## config.mk

```make
export PLATFORM = sky130hd
export DESIGN_NAME = adc_spi_responder
export DESIGN_NICKNAME = d
export VERILOG_FILES = /design/src/rtl/adc_spi_pkg.sv /design/src/rtl/adc_spi_responder_sync_edge.sv /design/src/rtl/adc_spi_responder.sv
export SDC_FILE = /design/constraint.sdc
export NUM_CORES = 1
export LEC_CHECK = 0
export CAP_MARGIN = 5
export CORE_ASPECT_RATIO = 0.8
export CORE_UTILIZATION = 42
export CTS_BUF_LIST = sky130_fd_sc_hd__clkbuf_8 sky130_fd_sc_hd__clkbuf_16
export CTS_CLUSTER_DIAMETER = 200
export CTS_CLUSTER_SIZE = 20
export DETAILED_ROUTE_END_ITERATION = 12
export GPL_TIMING_DRIVEN = 0
export HOLD_SLACK_MARGIN = 0.02
export PLACE_DENSITY = 0.93
export SLEW_MARGIN = 20
export SYNTH_ARGS = -nofsm -noshare
export SYNTH_HDL_FRONTEND = slang
export SYNTH_HIERARCHICAL = 1
export SYNTH_SLANG_ARGS = --single-unit
```

## constraint.sdc

```tcl
create_clock -name iCLK -period 2.2 [get_ports iCLK]
set_input_delay 0.44 -clock iCLK [delete_from_list [all_inputs] [get_ports iCLK]]
set_output_delay 0.44 -clock iCLK [all_outputs]
set_load 0.02 [all_outputs]
```

## src/rtl/adc_spi_pkg.sv

```systemverilog
// adc_spi_pkg: frame geometry, state encoding and frame-word helper for the ADC SPI responder
package adc_spi_pkg;
   localparam int FRAME_BITS      = 16;
   localparam int LEAD_ZEROS      = 4;
   localparam int DATA_BITS       = 12;
   localparam int NUM_CH          = 8;
   localparam int ADDR_RISE_FIRST = 2;
   typedef enum logic {IDLE, ACTIVE} state_t;
   function automatic logic [FRAME_BITS-1:0] frame_word(input logic [NUM_CH*DATA_BITS-1:0] d, input logic [2:0] c);
      return {{LEAD_ZEROS{1'b0}}, d[c*DATA_BITS +: DATA_BITS]};
   endfunction
endpackage

```

## src/rtl/adc_spi_responder_sync_edge.sv

```systemverilog
// sync_edge: multi-flop synchronizer with one-cycle rise/fall pulses on the synchronized level
module sync_edge
   import adc_spi_pkg::*;
#(
   parameter int   SYNC_STAGES = 2,
   parameter logic RESET_VAL   = 1'b1
) (
   input  logic iCLK,
   input  logic iRST,
   input  logic iD,
   output logic oRISE,
   output logic oFALL
);
   logic [SYNC_STAGES-1:0] sync;
   logic prev;
   always_ff @(posedge iCLK) begin
      if (iRST) begin
         sync <= {SYNC_STAGES{RESET_VAL}};
         prev <= RESET_VAL;
      end else begin
         sync <= {sync[SYNC_STAGES-2:0], iD};
         prev <= sync[SYNC_STAGES-1];
      end
   end
   assign oRISE = sync[SYNC_STAGES-1] & ~prev;
   assign oFALL = ~sync[SYNC_STAGES-1] & prev;
endmodule

```

## src/rtl/adc_spi_responder.sv

```systemverilog
// adc_spi_responder: SPI slave emulating an 8-channel 12-bit ADC, data taken from parallel inputs
module adc_spi_responder
   import adc_spi_pkg::*;
#(
   parameter int SYNC_STAGES = 2
) (
   input  logic                        iCLK,
   input  logic                        iRST,
   input  logic                        iSCLK,
   input  logic                        iCS_n,
   input  logic                        iDIN,
   output logic                        oDOUT,
   output logic                        oDOUT_EN,
   input  logic [NUM_CH*DATA_BITS-1:0] iCH_DATA,
   output logic [2:0]                  oCUR_CH,
   output logic                        oFRAME_DONE,
   output logic                        oFRAME_ERR
);
   localparam logic [4:0] CNT_FULL = 5'(FRAME_BITS);
   localparam logic [4:0] CNT_LAST = 5'(FRAME_BITS - 1);
   localparam logic [4:0] ADDR_LO  = 5'(ADDR_RISE_FIRST);
   localparam logic [4:0] ADDR_HI  = 5'(ADDR_RISE_FIRST + 2);
   state_t state, state_nxt;
   logic sclk_rise, sclk_fall, cs_rise, cs_fall, din;
   logic [SYNC_STAGES-1:0] din_sync;
   logic [4:0] rise_cnt;
   logic [FRAME_BITS-1:0] sh;
   logic [2:0] addr, ch;
   logic frame_done, frame_err;
   sync_edge #(.SYNC_STAGES(SYNC_STAGES), .RESET_VAL(1'b1)) u_sclk (
      .iCLK(iCLK), .iRST(iRST), .iD(iSCLK), .oRISE(sclk_rise), .oFALL(sclk_fall)
   );
   sync_edge #(.SYNC_STAGES(SYNC_STAGES), .RESET_VAL(1'b1)) u_cs (
      .iCLK(iCLK), .iRST(iRST), .iD(iCS_n), .oRISE(cs_rise), .oFALL(cs_fall)
   );
   always_ff @(posedge iCLK) begin
      if (iRST) din_sync <= '0;
      else din_sync <= {din_sync[SYNC_STAGES-2:0], iDIN};
   end
   assign din = din_sync[SYNC_STAGES-1];
   always_ff @(posedge iCLK) begin
      if (iRST) state <= IDLE;
      else state <= state_nxt;
   end
   always_comb begin
      state_nxt = (state == IDLE) ? (cs_fall ? ACTIVE : IDLE) : (cs_rise ? IDLE : ACTIVE);
   end
   // CS_n rise takes priority over any coincident SCLK edge
   always_ff @(posedge iCLK) begin
      if (iRST) begin
         rise_cnt   <= '0;
         sh         <= '0;
         addr       <= '0;
         ch         <= '0;
         frame_done <= 1'b0;
         frame_err  <= 1'b0;
      end else begin
         frame_done <= 1'b0;
         frame_err  <= 1'b0;
         if (state == IDLE) begin
            if (cs_fall) begin
               sh       <= frame_word(iCH_DATA, ch);
               rise_cnt <= '0;
            end
         end else if (cs_rise) begin
            frame_err <= (rise_cnt != '0) && (rise_cnt != CNT_FULL);
         end else if (sclk_rise && rise_cnt < CNT_FULL) begin
            rise_cnt <= rise_cnt + 5'd1;
            if (rise_cnt >= ADDR_LO && rise_cnt <= ADDR_HI) addr <= {addr[1:0], din};
            if (rise_cnt == CNT_LAST) begin
               frame_done <= 1'b1;
               ch         <= addr;
            end
         end else if (sclk_fall) begin
            // a fall after the 16th rise opens the next frame in continuous-CS mode
            if (rise_cnt == CNT_FULL) begin
               sh       <= frame_word(iCH_DATA, ch);
               rise_cnt <= '0;
            end else begin
               sh <= {sh[FRAME_BITS-2:0], 1'b0};
            end
         end
      end
   end
   always_comb begin
      oDOUT_EN    = (state == ACTIVE);
      oDOUT       = (state == ACTIVE) & sh[FRAME_BITS-1];
      oCUR_CH     = ch;
      oFRAME_DONE = frame_done;
      oFRAME_ERR  = frame_err;
   end
endmodule

```

# ---- After elaboration in Yosys (flattened, before gate mapping)
# Cells that the tools add are included.
# W data, S select, Z words.
dict set report word_totals {
  register_bits 38
  inputBits 101
  word_cells 65
}
dict set report op_classes {
  addsub 1
  mul 1
  n_lt_le_gt_ge 3
  eq_ne 8
  n_shift 1
  muxes 16
  n_bitwise 12
  reduce_logical 11
}
# op n
set ops {}
lappend ops {{$mux W16} 6}
lappend ops {{$shiftx A96 B8 Y12} 1}
lappend ops {{$mux W5} 6}
lappend ops {{$reduce_and A4 Y1} 4}
lappend ops {{$not A1 Y1} 7}
lappend ops {{$ne A3 B1 Y1 const B} 2}
lappend ops {{$add A5 B1 Y5 const B} 1}
lappend ops {{$and A1 B1 Y1} 5}
lappend ops {{$eq A5 B4 Y1 const B} 1}
lappend ops {{$eq A5 B5 Y1 const B} 1}
lappend ops {{$ge A5 B2 Y1 const B} 1}
lappend ops {{$le A5 B3 Y1 const B} 1}
lappend ops {{$lt A5 B5 Y1 const B} 1}
lappend ops {{$mul A3 B2 Y5 const B} 1}
lappend ops {{$ne A5 B5 Y1 const B} 1}
lappend ops {{$reduce_bool A5 Y1} 1}
lappend ops {{$mux W1} 4}
lappend ops {{$ne A2 B2 Y1 const B} 2}
lappend ops {{$reduce_or A4 Y1} 1}
lappend ops {{$logic_and A1 B1 Y1} 3}
lappend ops {{$reduce_or A3 Y1} 1}
lappend ops {{$ne A2 B1 Y1 const B} 1}
lappend ops {{$reduce_bool A2 Y1} 1}

# ---- Logic depth before layout (Yosys ltp)
# Gate-level depths: netlist of run 1.
dict set report logic_depth {
  ltp_word 7
  depth_mapped 7
  mapped_depth_nobuf 6
}

# ---- By module
# The synthesis of run 1 kept the hierarchy.
# module instances cells_per_inst area_per_inst_um2 seq_area_each_um2
set modules_own_cells {}
lappend modules_own_cells {adc_spi_responder 1 187 2179.6 640.6}
lappend modules_own_cells {sync_edge 2 8 92.6 60.1}

# ---- Worst setup path after synthesis of run 1
# Ideal clock, no wire load.
dict set report synth_path {
  path_type {flip-flop to flip-flop}
  from {register ch[0] (netlist: oCUR_CH[0])}
  to {register sh[10]}
  setup_ns 0.129
  arrival_ns 1.650
  required_time_ns 2.071
  setup_slack_ns 0.421
  path_stages_with_launch 6
  n_path_buf 2
  path_cell_list {dfxtp_1 > buf_2 > buf_4 > mux4_2 > mux2i_1 > o221ai_2}
}
dict set report synth_via {
  elab_chain_len 7
}
# item line_no
set synth_rtl {}
lappend synth_rtl {{from (decl)} adc_spi_responder.sv:28} ;# logic [2:0] addr, ch;
lappend synth_rtl {{from (signal assigned)} adc_spi_responder.sv:72} ;# ch <= addr;
lappend synth_rtl {{$mul A3 B2 Y5 (*)} adc_spi_pkg.sv:10} ;# return {{LEAD_ZEROS{1'b0}}, d[c*DATA_BITS +: DATA_BITS]};
lappend synth_rtl {{$shiftx A96 B8 Y12 (*)} adc_spi_pkg.sv:10}
lappend synth_rtl {{$mux W16} adc_spi_responder.sv:76} ;# if (rise_cnt == CNT_FULL) begin
lappend synth_rtl {{$mux W16} adc_spi_responder.sv:74} ;# end else if (sclk_fall) begin
lappend synth_rtl {{$mux W16} adc_spi_responder.sv:67} ;# end else if (sclk_rise && rise_cnt < CNT_FULL) begin
lappend synth_rtl {{$mux W16} adc_spi_responder.sv:65} ;# end else if (cs_rise) begin
lappend synth_rtl {{$mux W16 (*)} adc_spi_responder.sv:60} ;# if (state == IDLE) begin
lappend synth_rtl {{to (signal assigned)} adc_spi_responder.sv:62} ;# sh <= frame_word(iCH_DATA, ch);
lappend synth_rtl {{to (signal assigned)} adc_spi_responder.sv:77} ;# sh <= frame_word(iCH_DATA, ch);
lappend synth_rtl {{to (signal assigned)} adc_spi_responder.sv:80} ;# sh <= {sh[FRAME_BITS-2:0], 1'b0};
lappend synth_rtl {{to (decl)} adc_spi_responder.sv:27} ;# logic [FRAME_BITS-1:0] sh;
# Mark *: on every way between the ends. The rest lies on a longest branch, timed or not. The select of a mux whose other input is x is not followed.
# A chain may end at the register's enable or synchronous reset.

# ---- Worst setup path in the final report of run 1
dict set report layout_path {
  from {register rise_cnt[0]}
  to {register sh[11]}
}
dict set report layout_via {
  elab_chain_len 6
}
# item line_no
set layout_rtl {}
lappend layout_rtl {{from (decl)} adc_spi_responder.sv:26} ;# logic [4:0] rise_cnt;
lappend layout_rtl {{from (signal assigned)} adc_spi_responder.sv:68} ;# rise_cnt <= rise_cnt + 5'd1;
lappend layout_rtl {{parallel branches: the longest is 6 deep, another holds $lt A5 B5 Y1} --}
# Several ways; the timed one is not identified. The select of a mux whose other input is x is not followed.

==> out/results.txt, run 1 <==
Final min period - 1.942 ns
# fillers - 396
WP data arrival - 2.16 ns
post-synth cell types - 40
Max transition margin - 48.93%
flop2flop setup slack - 0.26 ns
Port Buffer Count - 107
Antenna Cells - 0
gpl congestion - 0.7661
HPWL after DPL - 5086 µm
Final setup viols - 0
sequential fraction of the synthesis area - 32.17%
top post-synthesis cells by area - dfxtp_1 (32%), mux4_2 (23%), mux2i_1 (8.0%)
Worst path max stage delay - 0.41 ns
initial core utilization - 43.51%
initial antenna violation count - 0
Max Transition Viols Final - 0
Post-Synthesis Net Count - 307
Setup TNS Final - 0 ns
Post-CTS Resized - 0
Met1 Wirelength - 2518 µm
DRC - 0
Pwr Density - 470.1 mW/mm²
CTS tree - yes
GRT Overall Usage - 24.03%
reg-to-reg startpoint - rise_cnt[0]
Layout Nets - 421
IO Count - 108
routed vias - 2098
RR Endpoint - sh[11]
Synthesis Warnings - 6
P_leak - 1.274 nW
die footprint - 0.005936 mm²
Hold Startpoint - u_sclk/sync[0]
DR WL met3 - 387 µm
met2 wire length - 3551 µm
vias per cell - 5.298
Final period util - 88.28%
Max VDD drop - 0.3067 mV
Mean Syn Cell Area - 11.65 µm²
CP startpoint - rise_cnt[0]
Slew @ Worst Pin - 0.7661 ns
cell taking the most area after synthesis - dfxtp_1
Die Span Y - 69.12 µm
Area Overhead vs Synth - 55.24%
first-pass GRT wire length - 10920 µm
total CTS buffers - 5
maxcap violations - 0
total global routing overflow - 0
final hold vios - 0
Critical-path top delay cell - clkbuf_1
crit path cell chain - inv_1 > ha_1 > nor3b_2 > a21boi_2 > clkbuf_1 > nand3b_1 > o211ai_1
clock-pin slew on the worst setup and hold paths - 0.08 ns
unrepaired setup endpoints after global routing - false
chip width - 85.89 µm
Layout Skew - 0.009967 ns
hold buffers post-CTS - 0
CP Capture Type - register
Routed WL - 6606 µm
core footprint - 0.005435 mm²
largest net degree at the start of global routing - 14
CTS Buffer Depth - 2
Yosys top cell area share - 32.17%
Hold WS - 0.4038 ns
clock root cell - clkbuf_8
router iterations before antenna repair - 4
vias in the first global route - 2340
hold crit path type - register to register
f_max - 0.5149 GHz
CP Class - register to register
flops & latches, synth - 38
post-route ant nets - 0
R2R cell count - 7
Syn Inst Count - 203
htree depth - 2
Critical Path Fanout Max - 10
number of setup buffers added after CTS - 0
average wire per standard cell - 16.68 µm
CP Data Required Time - 2.42 ns
DRT iter0 DRCs - 97
CP endpoint - sh[11]
DR top layer - met4
clk sinks - 38
outcome - completed
share of cells above drive strength 1 - 18.87%
clock latency on the worst-skew pair - 0.29 ns
most frequent cells in the layout - clkdlybuf4s50_1 (107), dfxtp_1 (38), mux4_2 (24)
Rows - 24
crit path launch type - register
most common cell after layout, fill and taps aside - clkdlybuf4s50_1
mapped cell area - 0.002365 mm²
## routing by layer
metal,track usage [%],up-vias
li1,-,994
met1,27.28,995
met2,42.33,92
met3,6.347,17
met4,10.00,0
met5,0,-
## critical path: cells and delay by family (launching register included)
kind,cells,cell delay [ns]
buffers and inverters,2,0.50
AOI/OAI and AO/OA,2,0.47
DFF,1,0.40
and+or+nand+nor,2,0.30
adders and majority gates,1,0.19
## sequential cells by signal (all words and copies together), names as in the netlist
signal,flops
oDOUT_EN,1
addr,3
u_sclk/prev,1
rise_cnt,5
oFRAME_ERR,1
u_sclk/sync,2
u_cs/prev,1
u_cs/sync,2
oFRAME_DONE,1
din_sync,2
sh,16
oCUR_CH,3
## cells by family after synthesis
| kind of cell | count (synthesis) | share of synthesized area [%] |
|---|---|---|
| xor gates and xnor gates | 3 | 1.111 |
| buffers and inverters | 20 | 4.708 |
| DFF | 38 | 32.17 |
| adders and majority gates | 3 | 1.587 |
| AOI/OAI and AO/OA | 25 | 11.43 |
| and+or+nand+nor | 71 | 18.10 |
| muxes | 43 | 30.90 |
## stage by stage
stage / setup WS [ns] / cell area, µm² / utilization [%] / power, mW / std cells
2_1_floorplan: 0.4209 / 2365 / - / 0.8259 / 203
3_5_place_dp: 0.2603 / 3533 / 65.01 / 1.028 / 388
3_3_place_gp: 0.2630 / 3533 / 65.01 / 1.018 / 388
6_report: 0.2578 / 3671 / 67.54 / 1.726 / 396
4_1_cts: 0.2925 / 3671 / 67.54 / 1.731 / 396
5_1_grt: 0.1164 / 3671 / 67.54 / 1.787 / 396
## cells in the mapped netlist, drive strengths merged
library cell	count
a21boi	1
a21oi	4
a31o	1
a31oi	1
and2	1
and2b	4
and3	2
buf	11
clkbuf	5
dfxtp	38
ha	3
inv	4
mux2i	19
mux4	24
nand2	5
nand2b	11
nand3	5
nand3b	12
nand4b	1
nor2	14
nor2b	6
nor3	1
nor3b	2
o2111a	1
o211ai	3
o21ai	2
o21ba	1
o21bai	1
o221ai	10
or2	6
or3	1
xnor2	2
xor2	1
## power by group
group	switching (mW)	internal (mW)	total [mW]
registers	0.00651	0.703	0.710
clock network	0.257	0.454	0.711
logic	0.0869	0.218	0.305
total	0.350	1.38	1.73
## cell type report
class                   count  area (µm²)  share of cell area (%)
plain buffers              16       96.34                   2.624
multi-input cells         145        1493                   40.66
clock inverters             3       68.82                   1.875
well taps                  78       97.59                   2.658
inverters                   4       15.01                  0.4090
clock buffers               5       68.82                   1.875
repair buffers            107        1071                   29.18
flip-flops and latches     38       760.7                   20.72
## worst min-delay path by stage
stage	to	slack [ns]	depth (start not counted)
3_3_place_gp	u_cs/sync[1]	0.38	1
2_1_floorplan	u_cs/sync[1]	0.38	1
4_1_cts	u_sclk/sync[1]	0.41	1
6_report	u_sclk/sync[1]	0.40	1
3_5_place_dp	u_sclk/sync[1]	0.39	1
5_1_grt	u_sclk/sync[1]	0.44	1
(Power assumes the default switching activity.)
==> inputs of run 2 (changes only) <==
--- a/config.mk
+++ b/config.mk
@@ -5,7 +5,6 @@
 export SDC_FILE = /design/constraint.sdc
 export NUM_CORES = 1
 export LEC_CHECK = 0
-export CAP_MARGIN = 5
 export CORE_ASPECT_RATIO = 0.8
 export CORE_UTILIZATION = 42
 export CTS_BUF_LIST = sky130_fd_sc_hd__clkbuf_8 sky130_fd_sc_hd__clkbuf_16
==> results of run 2 <==
Final layout, timing and power as in run 1 (identical DEF).
